--- src/rtl/muldiv_sequencer_pkg.sv ---
// muldiv_sequencer_pkg: shared funct codes, state encoding and sign-correction helpers
package muldiv_sequencer_pkg;
  localparam int DATA_W  = 32;
  localparam int FUNCT_W = 6;
  localparam logic [FUNCT_W-1:0] FUNCT_MULT  = 6'h18;
  localparam logic [FUNCT_W-1:0] FUNCT_MULTU = 6'h19;
  localparam logic [FUNCT_W-1:0] FUNCT_DIV   = 6'h1a;
  localparam logic [FUNCT_W-1:0] FUNCT_DIVU  = 6'h1b;
  typedef enum logic [1:0] {MD_IDLE = 2'd0, MD_MUL = 2'd1, MD_DIV = 2'd2, MD_DONE = 2'd3} md_state_e;
  typedef logic [4:0] md_cnt_t;
  function automatic logic [63:0] cond_neg64(input logic [63:0] v, input logic neg);
    return neg ? -v : v;
  endfunction
  function automatic logic [31:0] cond_neg32(input logic [31:0] v, input logic neg);
    return neg ? -v : v;
  endfunction
endpackage

--- src/rtl/muldiv_sequencer_div_step.sv ---
// div_step: one restoring-division iteration on {rem, quo}
module div_step
  import muldiv_sequencer_pkg::*;
(
  input  logic [DATA_W-1:0] rem_in,
  input  logic [DATA_W-1:0] quo_in,
  input  logic [DATA_W-1:0] divisor,
  output logic [DATA_W-1:0] rem_out,
  output logic [DATA_W-1:0] quo_out
);
  logic [DATA_W:0] shifted, diff;
  assign shifted = {rem_in, quo_in[DATA_W-1]};
  assign diff    = shifted - {1'b0, divisor};
  assign rem_out = diff[DATA_W] ? shifted[DATA_W-1:0] : diff[DATA_W-1:0];
  assign quo_out = {quo_in[DATA_W-2:0], ~diff[DATA_W]};
endmodule

--- src/rtl/muldiv_sequencer.sv ---
// muldiv_sequencer: 32-iteration multiply/divide sequencer producing a one-cycle HI/LO write
module muldiv_sequencer
  import muldiv_sequencer_pkg::*;
(
  input  logic               clk,
  input  logic               rst_n,
  input  logic               start,
  input  logic [FUNCT_W-1:0] funct,
  input  logic [DATA_W-1:0]  operand_1,
  input  logic [DATA_W-1:0]  operand_2,
  input  logic               flush,
  output logic               stall_req,
  output logic               busy,
  output logic               hilo_write_en,
  output logic [DATA_W-1:0]  hi_write_data,
  output logic [DATA_W-1:0]  lo_write_data
);
  md_state_e state_q, state_d;
  md_cnt_t cnt_q, cnt_d;
  logic [63:0] acc_q, acc_d, mcand_q, mcand_d;
  logic [DATA_W-1:0] mplier_q, mplier_d, rem_q, rem_d, quo_q, quo_d, divisor_q, divisor_d;
  logic [DATA_W-1:0] hi_q, hi_d, lo_q, lo_d;
  logic signed_q, signed_d, sa_q, sa_d, sb_q, sb_d;
  logic valid, is_mul, is_signed, accept;
  logic [DATA_W-1:0] abs_a, abs_b, rem_nx, quo_nx;
  logic [63:0] prod_nx, mul_res;
  assign valid     = funct == FUNCT_MULT || funct == FUNCT_MULTU || funct == FUNCT_DIV || funct == FUNCT_DIVU;
  assign is_mul    = funct == FUNCT_MULT || funct == FUNCT_MULTU;
  assign is_signed = funct == FUNCT_MULT || funct == FUNCT_DIV;
  assign accept    = state_q == MD_IDLE && start && valid && !flush;
  assign abs_a     = cond_neg32(operand_1, is_signed && operand_1[DATA_W-1]);
  assign abs_b     = cond_neg32(operand_2, is_signed && operand_2[DATA_W-1]);
  assign prod_nx   = acc_q + (mplier_q[0] ? mcand_q : 64'd0);
  assign mul_res   = cond_neg64(prod_nx, signed_q && (sa_q ^ sb_q));
  assign stall_req     = accept || state_q == MD_MUL || state_q == MD_DIV;
  assign busy          = state_q == MD_MUL || state_q == MD_DIV;
  assign hilo_write_en = state_q == MD_DONE && !flush;
  assign hi_write_data = hi_q;
  assign lo_write_data = lo_q;
  div_step u_div_step (
    .rem_in  (rem_q),
    .quo_in  (quo_q),
    .divisor (divisor_q),
    .rem_out (rem_nx),
    .quo_out (quo_nx)
  );
  // next-state: accept in IDLE, iterate in MUL/DIV, finalise at cnt 31; flush overrides everything
  always_comb begin
    state_d   = state_q;
    cnt_d     = cnt_q;
    acc_d     = acc_q;
    mcand_d   = mcand_q;
    mplier_d  = mplier_q;
    rem_d     = rem_q;
    quo_d     = quo_q;
    divisor_d = divisor_q;
    hi_d      = hi_q;
    lo_d      = lo_q;
    signed_d  = signed_q;
    sa_d      = sa_q;
    sb_d      = sb_q;
    case (state_q)
      MD_IDLE: if (accept) begin
        signed_d  = is_signed;
        sa_d      = is_signed && operand_1[DATA_W-1];
        sb_d      = is_signed && operand_2[DATA_W-1];
        cnt_d     = '0;
        acc_d     = '0;
        mcand_d   = {32'd0, abs_a};
        mplier_d  = abs_b;
        rem_d     = '0;
        quo_d     = abs_a;
        divisor_d = abs_b;
        state_d   = is_mul ? MD_MUL : (operand_2 == '0 ? MD_DONE : MD_DIV);
        if (!is_mul && operand_2 == '0) begin
          hi_d = operand_1;
          lo_d = '1;
        end
      end
      MD_MUL: begin
        acc_d    = prod_nx;
        mcand_d  = mcand_q << 1;
        mplier_d = mplier_q >> 1;
        cnt_d    = cnt_q + 5'd1;
        if (cnt_q == 5'd31) begin
          state_d      = MD_DONE;
          {hi_d, lo_d} = mul_res;
        end
      end
      MD_DIV: begin
        rem_d = rem_nx;
        quo_d = quo_nx;
        cnt_d = cnt_q + 5'd1;
        if (cnt_q == 5'd31) begin
          state_d = MD_DONE;
          hi_d    = cond_neg32(rem_nx, signed_q && sa_q);
          lo_d    = cond_neg32(quo_nx, signed_q && (sa_q ^ sb_q));
        end
      end
      default: state_d = MD_IDLE;
    endcase
    if (flush && state_q != MD_IDLE) begin
      state_d = MD_IDLE;
      cnt_d   = '0;
      hi_d    = hi_q;
      lo_d    = lo_q;
    end
  end
  // state and datapath registers, cleared asynchronously
  always_ff @(posedge clk or negedge rst_n) begin
    if (!rst_n) begin
      state_q   <= MD_IDLE;
      cnt_q     <= '0;
      acc_q     <= '0;
      mcand_q   <= '0;
      mplier_q  <= '0;
      rem_q     <= '0;
      quo_q     <= '0;
      divisor_q <= '0;
      hi_q      <= '0;
      lo_q      <= '0;
      signed_q  <= 1'b0;
      sa_q      <= 1'b0;
      sb_q      <= 1'b0;
    end else begin
      state_q   <= state_d;
      cnt_q     <= cnt_d;
      acc_q     <= acc_d;
      mcand_q   <= mcand_d;
      mplier_q  <= mplier_d;
      rem_q     <= rem_d;
      quo_q     <= quo_d;
      divisor_q <= divisor_d;
      hi_q      <= hi_d;
      lo_q      <= lo_d;
      signed_q  <= signed_d;
      sa_q      <= sa_d;
      sb_q      <= sb_d;
    end
  end
endmodule

--- config.mk ---
export PLATFORM = sky130hd
export DESIGN_NAME = muldiv_sequencer
export DESIGN_NICKNAME = d
export VERILOG_FILES = /design/src/rtl/muldiv_sequencer_pkg.sv /design/src/rtl/muldiv_sequencer_div_step.sv /design/src/rtl/muldiv_sequencer.sv
export SDC_FILE = /design/constraint.sdc
export NUM_CORES = 1
export LEC_CHECK = 0
export CAP_MARGIN = 20
export CELL_PAD_IN_SITES_DETAIL_PLACEMENT = 1
export CELL_PAD_IN_SITES_GLOBAL_PLACEMENT = 1
export CORE_MARGIN = 1.5
export CORE_UTILIZATION = 47
export CTS_BUF_LIST = sky130_fd_sc_hd__clkbuf_16
export DETAILED_ROUTE_END_ITERATION = 8
export HOLD_SLACK_MARGIN = 0.15
export PLACE_DENSITY_LB_ADDON = 0.1
export SYNTH_ARGS = -nofsm -noshare
export SYNTH_HDL_FRONTEND = slang
export SYNTH_HIERARCHICAL = 1
export SYNTH_SLANG_ARGS = --single-unit
--- constraint.sdc ---
create_clock -name clk -period 5.8 [get_ports clk]
set_input_delay 1.16 -clock clk [delete_from_list [all_inputs] [get_ports clk]]
set_output_delay 1.16 -clock clk [all_outputs]
set_load 0.01 [all_outputs]
-- Word level (Yosys, flattened, before mapping)
Cells that the tools add are included.
- bits in registers: 330
- output and inout bits: 67
- bits of input ports: 74
- logic and storage cells: 107
- add/sub/neg operators: 8
- bitwise gates (word level): 3
- eq/ne operators: 14
- reductions and logical operators: 33
- mux-type cells: 36
- operator list (kind ; count):
    32-bit 2-to-1 mux ; 16
    64-bit 2-to-1 mux ; 4
    64-bit one-hot mux with 2 select lines ; 2
    32-bit one-hot mux with 2 select lines ; 3
    32-bit one-hot mux with 3 select lines ; 2
    32-bit negation ; 4
    64-bit adder ; 1
    64-bit negation ; 1
    33-bit by 32-bit subtractor with 33-bit output ; 1
    32-bit logical NOT ; 1
    6-bit by 5-bit equality test with 1-bit output (second input constant) ; 4
    1-bit logical AND ; 10
    5-bit 2-to-1 mux ; 2
    5-bit one-hot mux with 2 select lines ; 1
    2-bit AND reduction ; 5
    2-bit 2-to-1 mux ; 4
    1-bit logical OR ; 7
    2-bit by 1-bit inequality test with 1-bit output (second input constant) ; 3
    6-bit AND reduction ; 1
    2-bit nonzero test ; 3
    3-bit nonzero test ; 2
    5-bit by 1-bit adder with 5-bit output (second input constant) ; 1
    5-bit equality test (second input constant) ; 1
    2-bit equality test (second input constant) ; 2
    other kinds (11) ; 13

-- Longest topological paths before layout
- depth after elaboration: 9
- depth in mapped cells: 26
- gate-level depth less buffers: 24

-- Cells and area by module
Netlist, hierarchy kept.
- by module, submodules not included (module ; seq. area each (um2) ; times used ; cells an instance ; area an instance (um2)):
    muldiv_sequencer ; 8257.9 ; 1 ; 2749 ; 23221.0
    div_step ; 0.0 ; 1 ; 336 ; 2591.2

-- Worst setup path after synthesis
OpenSTA, ideal clock, no wires.
- kind: register -> register
- start point: register quo_q[31]
- end point: register hi_q[31] (netlist: hi_write_data[31])
- required time: 5671 ps
- data arrival time: 5121 ps
- period minus slack after synthesis: 5250 ps
- cell stages (with the launch flop): 25
- path buffers: 2
- slack: 550 ps
- library setup time: 129 ps
- cells stage by stage: dfrtp_1 -> inv_1 -> ha_1 -> fa_1 -> and2b_1 -> o2111ai_2 -> a21oi_2 -> o2111ai_1 -> a211oi_2 -> nor2_4 -> mux2i_4 -> and2_4 -> buf_12 -> inv_8 -> buf_12 -> mux2_4 -> or3_1 -> or3_1 -> nor3_1 -> nand2_1 -> o41a_1 -> xor2_1 -> a221o_1 -> o21ai_0 -> nand3_1
- word-level cells in the longest chain between the ends: 6
- ends and longest elaborated chain (what ; RTL line ; text):
    from (decl) ; muldiv_sequencer.sv:21 ; logic [DATA_W-1:0] mplier_q, mplier_d, rem_q, rem_d, quo_q, quo_d, divisor_q, divisor_d;
    from (signal assigned) ; muldiv_sequencer.sv:132 ; quo_q <= quo_d;
    33-bit by 32-bit subtractor with 33-bit output ; muldiv_sequencer_div_step.sv:13 ; assign diff = shifted - {1'b0, divisor};
    32-bit 2-to-1 mux ; muldiv_sequencer_div_step.sv:14 ; assign rem_out = diff[DATA_W] ? shifted[DATA_W-1:0] : diff[DATA_W-1:0];
    named net rem_nx[17] ; muldiv_sequencer.sv:25 ; logic [DATA_W-1:0] abs_a, abs_b, rem_nx, quo_nx;
    32-bit negation ; muldiv_sequencer_pkg.sv:15 ; return neg ? -v : v;
    32-bit 2-to-1 mux ; muldiv_sequencer_pkg.sv:15 ;
    32-bit 2-to-1 mux ; muldiv_sequencer.sv:94 ; if (cnt_q == 5'd31) begin
    32-bit one-hot mux with 3 select lines ; muldiv_sequencer.sv:62 ; case (state_q)
    to (signal assigned) ; muldiv_sequencer.sv:134 ; hi_q <= hi_d;
    to (decl) ; muldiv_sequencer.sv:22 ; logic [DATA_W-1:0] hi_q, hi_d, lo_q, lo_d;
The timed path passes the listed nets, and every way through them passes these cells. The select of a mux whose other input is x is not followed.
A chain may end at the register's enable or synchronous reset.

-- Worst setup path in the final report
Ends and elaborated chain as after synthesis.

==> results.md <==
- Antenna violations before repair: 2
- Total GRT Usage: 35.3%
- #FFs+latches synth: 330
- Rel. slew slack: 21.9%
- Worst Tran Pin Value: 1.17 ns
- Commonest cells after routing, fill and taps aside: dfrtp_1 (330), nand2_1 (325), a21oi_1 (298)
- Leakage: 13.1 nW
- Crit-path slowest cell: or3_1
- Num CTS Buffers: 42
- Synth cell types: 117
- Pins Over Slew Limit: 0
- Final setup vio count: 0
- IO Port Bufs: 140
- Synth Area per Inst: 8.37 sq um
- Initial DRC Count: 1877
- Worst setup path class: register to register
- Int Power: ~8.0 mW
- Sw Pwr: 6.73 mW
- Final WL: 101 mm
- Clk slew on worst S/H paths: 0.07 ns
- Sequential-to-total area share from yosys stat: 32.0%
- EDFF count, synth: 0
- Via density: 6.43
- Crit path time final: 5.53 ns
- Max frequency: 0.181 GHz
- WL per Instance: 25.9 microns
- Final HPWL DP: between 70 and 80 mm
- Layout cell share with drive strength beyond 1: 9.00%
- Mapped Area: 0.0258 sq mm
- Initial Util: 47.8%
- Clock sinks: 330
- HP Class: register to register
- Antenna violation net count after detailed routing: 0
- CP top delay family: simple AND/OR/NAND/NOR gates
- Asr flop ratio synth: 100%
- Power Dens Cells: 499 mW/mm^2
- Layout area overhead: 14.1%
- Layout Nets: about 3.3k
- Most common cell after layout, fill and taps aside: dfrtp_1
- First-pass GRT wire length: 154 mm
- Combinational power share: 55.5%
- Die width: 237 microns
- Req. time, crit path: 6.27 ns
- Nature of the critical path startpoint: register
- Clock Power Share: 18.8%
- Slowest cell delay on critical path: around 0.42 ns
- CP endpoint kind: register
- CTS tree: yes
- Buffers and inverters on the worst path: 2
- Number of H-tree levels: 2
- Crit-path cells: inv_1 > ha_1 > fa_1 > and2b_1 > o2111ai_2 > a21oi_2 > o2111ai_2 > a211oi_2 > nor2_4 > mux2i_4 > and2_4 > inv_8 > mux2_4 > or3_1 > or3_1 > nor3_4 > nand2_1 > o41a_1 > xor2_1 > a221o_1 > o21ai_0 > nand3_1
- Crit share post-route: 95.4%
- WP data arrival: 6.00 ns
- DRC Markers: 0
- Commonest register cell after synthesis: dfrtp_1
- Via count: approximately 25k
- RSZ-0062 raised after global routing: no
- Syn Inst Count: approximately 3.1k
- Max clock buf depth: 3
- Max-cap violations: 0
- R2R Setup Slk: 0.27 ns
- Synth Warn #: 6
- Largest net degree at the start of global routing: 101
- CTS Root Cell: clkbuf_16
- Fin worst setup slack: 0.269 ns
- Cell Rows: 85
- Flop pwr share: 25.7%
- Die area: about 0.056 sq mm
- Place WS: 0.0148 ns
- Placer Congestion: 0.948
- Worst-path maximum fanout: 18
- Switching share of total power: between 40% and 50%
- Die Height: 237 microns
- Worst Skew: approximately 0.024 ns
- Core area: 0.0540 sq mm
- Vias in the first global route: 25.7k
- Fin Setup TNS: 0 ns
- Syn Nets: 3268
- Status: complete, no violations
- Final core occ: 54.5%
- First-pass DRT Iterations: 7
- Latest clock arrival within the worst-skew pair: around 0.60 ns
- Final Hold Viols: 0
- Worst VDD drop: 0.283 mV
- Total gr overflow: 0
- IO Pins: 141
==> logic make-up (layout without fill, tap and decap cells) <==
group / Yosys count / in the layout / share of synthesized area, %
buffers and inverters: 299 / 402 / 5.28
flip-flops: 330 / 330 / 32.0
adder cells (fa/ha/maj): 109 / 109 / 5.34
multiplexers: 118 / 118 / 5.02
AO/OA/AOI/OAI: 976 / 976 / 25.3
AND/OR/NAND/NOR: 1019 / 1019 / 19.1
XOR/XNOR: 234 / 234 / 7.94
other: 0 / 1 / 0
==> synth_stat cells, types with 8 or more instances <==
library cell / instances / area [sq um]
nor3_1: 76 / 380
nor4_1: 19 / 119
nand4_1: 41 / 257
o21ai_0: 168 / 841
buf_2: 14 / 70.1
o2111ai_1: 11 / 96.3
a22oi_1: 10 / 75.1
nor2b_1: 8 / 50.1
clkbuf_1: 145 / 544
nand3_1: 42 / 210
xor2_1: 101 / 885
a221oi_1: 38 / 333
o21ai_1: 26 / 130
buf_1: 13 / 48.8
or3_1: 38 / 238
xnor2_1: 133 / 1160
mux2i_1: 93 / 931
a21oi_1: 300 / 1500
buf_4: 35 / 263
o21bai_1: 9 / 67.6
mux2_4: 19 / 285
a211oi_1: 11 / 82.6
nor3b_1: 8 / 60.1
o211ai_1: 35 / 263
a31oi_1: 25 / 156
or4_1: 8 / 60.1
o21a_1: 40 / 300
o22ai_1: 21 / 131
inv_1: 80 / 300
nor2_1: 283 / 1060
dfrtp_1: 330 / 8260
and2_1: 79 / 494
a21o_1: 37 / 278
o31ai_1: 37 / 278
nand2_1: 327 / 1230
and3_1: 21 / 131
a22o_1: 107 / 937
nand2b_1: 14 / 87.6
ha_1: 107 / 1340
o41ai_1: 8 / 70.1
==> path summary, 6_finish.rpt <==
kind,startpoint,to,cells after the start
worst max-delay path,quo_q[31]$_DFFE_PN0P_,hi_write_data[31]$_DFFE_PN0P_,22
worst min-delay path,divisor_q[17]$_DFFE_PN0P_,divisor_q[17]$_DFFE_PN0P_,2
worst max register to register,quo_q[31]$_DFFE_PN0P_,hi_write_data[31]$_DFFE_PN0P_,22
worst min register to register,divisor_q[17]$_DFFE_PN0P_,divisor_q[17]$_DFFE_PN0P_,2
max in group asynchronous,rst_n,acc_q[3]$_DFFE_PN0P_,2
min in group asynchronous,rst_n,acc_q[14]$_DFFE_PN0P_,1
==> layout make-up <==
type / instances / area (sq um)
timing repair buffer: 242 / 2240
inverter: 84 / 325
sequential: 330 / 8260
fill: 6451 / 24600
clock buffer: 42 / 1050
antenna: 1 / 2.50
clock inverter: 34 / 378
tap: 696 / 871
multi-input combinational: 2456 / 16300
==> power by group through the flow <==
stage               Sequential [mW]  Clock [mW]  Combinational [mW]
global placement               3.75           0                7.55
floorplan                      3.49           0                5.54
CTS                            3.76        2.79                7.91
detailed placement             3.78           0                7.83
global route                   3.84        2.87                8.73
finish                         3.78        2.76                8.15
==> per-layer routing <==
layer | routed length, microns | track usage [%]
met2 | 46400 | 57.1
met4 | 4140 | 14.1
met1 | 43800 | 47.2
met3 | 6190 | 5.55
met5 | 0 | 0
==> through the flow <==
stage                     area [sq um]  hold WS (ns)  power, mW  instances
after floorplan                  25800         0.440       9.03       3085
after global placement           27900         0.461       11.3       3806
after detailed placement         27900         0.465       11.6       3807
after CTS                        29400         0.481       14.5       3883
after global routing             29400         0.499       15.4       3884
final                            29400         0.477       14.7       3885
==> worst min-delay path, delay by kind of cell (launching register included) <==
kind          cells  cell delay, ns
simple gates      2            0.10
flops             1            0.34
==> flip-flops by register name (all words and copies together) (netlist names) <==
name,count
quo_q,32
acc_q,64
mplier_q,32
sb_q,1
mcand_q,64
sa_q,1
hi_write_data,32
rem_q,32
lo_write_data,32
state_q,2
divisor_q,32
signed_q,1
cnt_q,5
==> what timing repair did <==
item                       CTS  global route
setup buffers                0             1
hold buffers                 0             0
pin swaps                    0             2
gates resized for setup      1            10
setup endpoints to repair    1            13
Power figures use the tool's default switching activity.
